===== src/rtl/array_copier.sv =====
// ---------------------------------------------------------------------------
// array_copier
//
// Block-copy initiator for the bench array port. Accepts one command
// (src, dst, len) and copies len words from src.. to dst.. in ascending order.
// Each word is one read (RD), one cycle of read latency (LAT) and one write
// (WR), using the array's valid/ready handshake.
//
// Configuration macro: ARRAY_COPIER_SUM_EN
//   defined   -> running sum of the copied words is kept and driven on sum
//   undefined -> no accumulator is built, sum is tied to 0
//
// Ports
//   clk, rst     clock; asynchronous active-high reset
//   start_valid  copy command present
//   start_ready  idle, command can be accepted
//   src/dst/len  first source, first destination, word count (sampled on accept)
//   busy         copy in progress (RD, LAT, WR, FIN)
//   done         one-cycle pulse when the copy completes
//   sum          sum of words copied by the last or current command
//   mem_addr, mem_we, mem_di, mem_valid   array request
//   mem_ready, mem_do                     array ready / registered read data
// ---------------------------------------------------------------------------
`ifndef addrT
`define addrT logic [15:0]
`endif
`ifndef intT
`define intT logic [31:0]
`endif

module array_copier (
   input  logic   clk,
   input  logic   rst,
   input  logic   start_valid,
   output logic   start_ready,
   input  `addrT  src,
   input  `addrT  dst,
   input  `addrT  len,
   output logic   busy,
   output logic   done,
   output `intT   sum,
   output `addrT  mem_addr,
   output logic   mem_we,
   output `intT   mem_di,
   output logic   mem_valid,
   input  logic   mem_ready,
   input  `intT   mem_do
);

   typedef `addrT addr_t;
   typedef `intT  int_t;

   localparam logic [2:0] S_IDLE = 3'd0;
   localparam logic [2:0] S_RD   = 3'd1;
   localparam logic [2:0] S_LAT  = 3'd2;
   localparam logic [2:0] S_WR   = 3'd3;
   localparam logic [2:0] S_FIN  = 3'd4;

   logic [2:0] state_q, state_d;
   addr_t      src_q, src_d;
   addr_t      dst_q, dst_d;
   addr_t      len_q, len_d;
   addr_t      idx_q, idx_d;
   int_t       hold_q, hold_d;
   addr_t      idx_inc;

   // Index and address arithmetic wrap naturally at the addrT width.
   assign idx_inc = idx_q + addr_t'(1);

   // NOTE: every signal assigned in an always_comb gets a default first, so no
   // path leaves it unassigned and no latch is inferred.
   always_comb begin
      state_d = state_q;
      src_d   = src_q;
      dst_d   = dst_q;
      len_d   = len_q;
      idx_d   = idx_q;
      hold_d  = hold_q;
      case (state_q)
         S_IDLE: begin
            if (start_valid) begin
               src_d   = src;
               dst_d   = dst;
               len_d   = len;
               idx_d   = '0;
               state_d = (len == '0) ? S_FIN : S_RD;
            end
         end
         S_RD:  if (mem_ready) state_d = S_LAT;
         S_LAT: begin
            // mem_do is only valid in this cycle; capture it for the write.
            hold_d  = mem_do;
            state_d = S_WR;
         end
         S_WR: begin
            if (mem_ready) begin
               idx_d   = idx_inc;
               state_d = (idx_inc == len_q) ? S_FIN : S_RD;
            end
         end
         S_FIN:   state_d = S_IDLE;
         default: state_d = S_IDLE;
      endcase
   end

   // NOTE: sequential state uses non-blocking assignments only, so every flop
   // samples the pre-edge value of every other flop.
   always_ff @(posedge clk or posedge rst) begin
      if (rst) begin
         state_q <= S_IDLE;
         src_q   <= '0;
         dst_q   <= '0;
         len_q   <= '0;
         idx_q   <= '0;
         hold_q  <= '0;
      end else begin
         state_q <= state_d;
         src_q   <= src_d;
         dst_q   <= dst_d;
         len_q   <= len_d;
         idx_q   <= idx_d;
         hold_q  <= hold_d;
      end
   end

`ifdef ARRAY_COPIER_SUM_EN
   int_t sum_q, sum_d;

   always_comb begin
      sum_d = sum_q;
      if (state_q == S_IDLE && start_valid)
         sum_d = '0;
      else if (state_q == S_WR && mem_ready)
         sum_d = sum_q + hold_q;
   end

   always_ff @(posedge clk or posedge rst) begin
      if (rst) sum_q <= '0;
      else     sum_q <= sum_d;
   end

   assign sum = sum_q;
`else
   assign sum = '0;
`endif

   // Outputs decode straight from the state register. mem_we follows
   // mem_ready combinationally in WR so the array, which writes whenever we
   // is high, sees exactly one write per word; reset forces IDLE
   // asynchronously, which drops mem_we at once.
   always_comb begin
      start_ready = (state_q == S_IDLE);
      busy        = (state_q != S_IDLE);
      done        = (state_q == S_FIN);
      mem_valid   = 1'b0;
      mem_we      = 1'b0;
      mem_addr    = '0;
      mem_di      = '0;
      case (state_q)
         S_RD: begin
            mem_valid = 1'b1;
            mem_addr  = src_q + idx_q;
         end
         S_WR: begin
            mem_valid = 1'b1;
            mem_we    = mem_ready;
            mem_addr  = dst_q + idx_q;
            mem_di    = hold_q;
         end
         default: ;
      endcase
   end

endmodule


===== config.mk =====
export PLATFORM = sky130hd
export DESIGN_NAME = array_copier
export DESIGN_NICKNAME = d
export VERILOG_FILES = /design/src/rtl/array_copier.sv
export SDC_FILE = /design/constraint.sdc
export NUM_CORES = 1
export LEC_CHECK = 0
export ABC_AREA = 1
export BUFFER_PORTS_ARGS = -buffer_cell sky130_fd_sc_hd__buf_2
export CAP_MARGIN = 10
export CORE_MARGIN = 2
export CORE_UTILIZATION = 53
export DETAILED_ROUTE_END_ITERATION = 16
export GPL_ROUTABILITY_DRIVEN = 0
export PLACE_DENSITY = 0.91
export RECOVER_POWER = 50
export SLEW_MARGIN = 20
export SYNTH_ARGS = -nofsm -noshare
export SYNTH_HDL_FRONTEND = slang
export SYNTH_SLANG_ARGS = --single-unit

===== constraint.sdc =====
create_clock -name clk -period 3.8 [get_ports clk]
set_input_delay 0.38 -clock clk [delete_from_list [all_inputs] [get_ports clk]]
set_output_delay 0.38 -clock clk [all_outputs]
set_load 0.05 [all_outputs]

* Yosys cells after proc, flatten, opt, wreduce, memory -nomap -nowiden
Cells that the tools add are included.
Widths: inputs -> output; s select.
** Word-level totals
- Bits in registers :: 99
- Word-level logic and storage cells :: 38
- Input port bits :: 84
** Operators by class
- Equality and inequality tests :: 8
- Reduce and logical (&&, ||, !) cells :: 8
- Multiplexer cells :: 13
- Add/sub/neg operators :: 3
** Operator list (count)
- $pmux 16 s2 :: 2
- $add 16x16->16 :: 2
- $mux 16 :: 2
- $mux 32 :: 1
- $add 16x1->16 const B :: 1
- $eq 16x16->1 :: 1
- $logic_not 16->1 :: 1
- $mux 3 :: 5
- $pmux 3 s4 :: 1
- $eq 3x2->1 const B :: 2
- $ne 2x2->1 const B :: 3
- $reduce_and 3->1 :: 2
- $eq 3x1->1 const B :: 1
- $eq 3x3->1 const B :: 1
- $logic_not 3->1 :: 1
- $reduce_bool 3->1 :: 1
- $mux 1 :: 2
- $reduce_and 2->1 :: 1
- $reduce_bool 2->1 :: 1
- $reduce_or 2->1 :: 1

* Longest topological paths before layout
- Depth in word-level cells :: 5
- Gate-level depth with buffers :: 17
- Mapped depth without buffers :: 16

* Least setup slack after synthesis
No wires, ideal clock.
- Kind :: register to output
- From :: reg state_q[0]
- To :: out mem_addr[10] in the netlist's numbering
- Setup slack :: 272 ps
- Cell stages (with the launch flop) :: 18
- Data arrival time :: 3148 ps
- Path buffers :: 1
- Path through :: dfrtp_1 nand2_1 nor2_2 inv_2 clkbuf_1 nand2_1 nand2_1 ha_1 inv_1 fa_1 nor2_1 o21ai_0 and2_1 inv_1 a21oi_1 o21ai_0 o21ai_0 a21oi_1
** RTL lines
- start: declaration :: RTL line 59 : logic [2:0] state_q, state_d;
- start signal: assignment :: RTL line 117 : state_q <= state_d;
- end: declaration :: RTL line 42 : output `addrT mem_addr,

==> metrics <==
final wirelength approximately 13000 µm; pre-CTS setup slack ~0.60 ns; Setup crit end kind output pin; CP required around 3.4 ns; Netlist cell types 39; fin crit period around 3.6 ns; io pins between 150 and 200; met3 routed WL ~1300 µm; final setup vio count 0; core footprint approximately 0.011 mm²; placement row count 38; Clock Sink Count between 90 and 100; CTS clk-pin slew, worst paths approximately 0.090 ns; # nets final 967; final setup skew roughly 0.012 ns; Total GRT Usage around a quarter; detailed-router iteration count before antenna repair 5; routed len/inst 13.34 µm; hold buffer count at CTS 0; Pwr Density roughly 940 mW/mm²; Die H between 100 and 150 µm; share of layout cells above drive strength 1 23.54%; DR top layer met5; Yosys warnings 0; clock buffer count from CTS 9; Seq/Total Area, Yosys between 40% and 50%; max-cap viol count 3; Max-Slew Margin vs Limit -36.86%; #FFs+latches synth 99; H-tree levels 3; final-report hold violation count 0; Hold Crit Depth 3; number of global-route vias before repair around 4.7k; DPL Wire Length slightly above 10000 µm; Post-Syn Area 0.005848 mm²; Die Wd around 110 µm; Slew Viols, Final ~140; Antenna Cells 0; final worst-path setup slack ~0.25 ns; static leakage power about 3.5 nW; pin count of the biggest net entering global routing 65; Initial Util 54.19%; critical path class reg -> out; reg2reg path depth 6; WL met2 6304 µm; Hold Path End hold_q[30]$_DFFE_PP0N_; CP arrival 3.17 ns; initial antenna violation count 1; worst r2r dst hold_q[12]$_DFFE_PP0N_; average size of a mapped cell ~7.9 µm²; total power ~6.3 mW; commonest non-fill, non-tap cell in the layout nand2_1; clk buf depth 2; fillers 898; # port buffers around 140; Overflow after GRT 0; met1 wire length 5346 µm; synthesis-to-finish area growth 14.96%; Post-Layout Cell Count around 1.0k; post-route design area 0.006723 mm²; total number of vias between 5k and 6k; Max Clock Freq 281.3 MHz; most frequent cells in the layout nand2_1, buf_2, dfrtp_1, inv_1, nor2_1; clk_lat worst skew about 0.4 ns; failing checks capacitance limit, slew limit; full die area ~0.012 mm²; status finished with violations; period utilization 93.55%; CTS root buf clkbuf_8; R2R setup slack 1.16 ns; actual slew at the worst max-slew pin between 2 and 2.5 ns; DRC 0; CP Launch Type flop; Antenna Nets Post-Route 0; Min-Delay Path Class in -> reg; DR vias/cell 5.109; first-pass GRT wire length 21710 µm; Placement Cell Area approximately 0.0065 mm²; Syn Inst Count 737; Inst Count DP slightly below 1k; largest vdd supply drop between 0.9 and 1 mV; min-delay src mem_do[30]; Iter 0 DRT Violations between 300 and 400; Reg-to-Reg Start state_q[2]$_DFFE_PP0P_; CTS tree built; CP startpoint state_q[0]$_DFFE_PP0P_; Crit Path Max Fanout 17; setup tns final 0 ns
==> kinds of logic (layout without fill, tap and decap cells) <==
logic type / Yosys count / after routing / synth area share (%)
muxes: 32 / 32 / 6.140
DFF: 99 / 99 / 42.36
other: 1 / 32 / 0.06412
xor gates and xnor gates: 19 / 19 / 3.787
adders and majority gates: 17 / 17 / 3.765
buffers and inverters: 154 / 257 / 12.07
AOI/OAI and AO/OA: 114 / 114 / 10.29
and+or+nand+nor: 301 / 301 / 21.52
==> through the flow <==
step                      hold slack [ns]  util (%)
final                              0.2017     62.29
after global routing               0.1901     62.29
after CTS                         0.07545     62.18
after detailed placement           0.4945     60.51
after global placement             0.4872     60.51
after floorplan                    0.4661         -
==> flip-flops by register name, summed over array words and instances (netlist names) <==
name,flops
hold_q,32
dst_q,16
idx_q,16
len_q,16
src_q,16
state_q,3
==> critical path: stages, from the launching register on <==
cell and delay [ns]:
dfrtp_1 0.40, nand2_1 0.13, nor2_4 0.06, inv_4 0.15
nand2_1 0.10, nand2_1 0.09, ha_1 0.17, inv_1 0.06
fa_1 0.39, nor2_1 0.11, o21ai_0 0.06, and2_1 0.16
inv_1 0.12, a21oi_1 0.12, o21ai_1 0.17, o21ai_0 0.09
a21oi_1 0.19, buf_4 0.22
==> power breakdown <==
| group | switching, mW | leakage (nW) | internal [mW] | total, mW |
|---|---|---|---|---|
| logic | 2.68 | 2.23 | 1.17 | 3.85 |
| clock network | 0.370 | 0.0778 | 0.257 | 0.626 |
| registers | 0.321 | 1.23 | 1.54 | 1.86 |
| total | 3.37 | 3.53 | 2.96 | 6.33 |
==> worst max-delay path by stage <==
stage	end	slack, ns	cells after the start
2_1_floorplan	mem_addr[10]	0.27	17
3_3_place_gp	mem_addr[10]	0.67	16
3_5_place_dp	mem_addr[10]	0.60	16
4_1_cts	mem_addr[10]	0.16	17
5_1_grt	mem_addr[10]	-0.05	17
6_report	mem_addr[10]	0.25	17
==> metal layers <==
| metal | global-route usage [%] | up-vias |
|---|---|---|
| met1 | 29.00 | 2318 |
| li1 | - | 2550 |
| met3 | 6.575 | 41 |
| met4 | 12.73 | 2 |
| met2 | 38.51 | 254 |
| met5 | 0 | - |
==> what timing repair did <==
action	4_1_cts	5_1_grt
resized for setup	0	10
hold endpoints to repair	0	0
endpoints found under the setup margin	0	4
setup buffers	0	1
==> layout make-up <==
cell class	instances	area (µm²)	area share [%]
Clock buffer	11	141.4	2.103
Clock inverter	5	38.79	0.5770
Inverter	98	371.6	5.528
Multi-Input combinational cell	515	2784	41.41
Sequential cell	99	2477	36.85
Tap cell	140	175.2	2.606
Timing Repair Buffer	143	734.5	10.92
==> synth_stat cells <==
cell	n	area, µm²
xor2_1	10	87.58
nand2_2	5	31.28
nand4_1	7	43.79
buf_2	6	30.03
a21boi_0	1	7.510
o21ai_0	68	340.3
fa_1	1	20.02
or2_2	1	6.260
mux2i_1	1	10.01
ha_1	16	200.2
dfrtp_1	99	2477
mux2_2	31	349.1
a31oi_1	1	6.260
nand2_1	172	645.6
o21a_1	1	7.510
nor2_1	71	266.5
o21ai_1	4	20.02
nor2_2	7	43.79
clkinv_1	1	3.750
nor2_4	3	33.78
inv_2	3	11.26
a21oi_1	24	120.1
xnor2_1	5	43.79
o2111ai_1	1	8.760
a21o_1	1	7.510
o22ai_1	11	68.82
nand3b_1	4	30.03
o21bai_1	1	7.510
and2_1	1	6.260
inv_1	94	352.8
o31ai_1	1	7.510
buf_4	32	240.2
conb_1	1	3.750
nor3_1	3	15.01
clkbuf_1	15	56.30
nor4_1	1	6.260
buf_1	3	11.26
nand3_1	26	130.1
xnor3_1	4	90.09
Power figures use the tool's default switching activity.
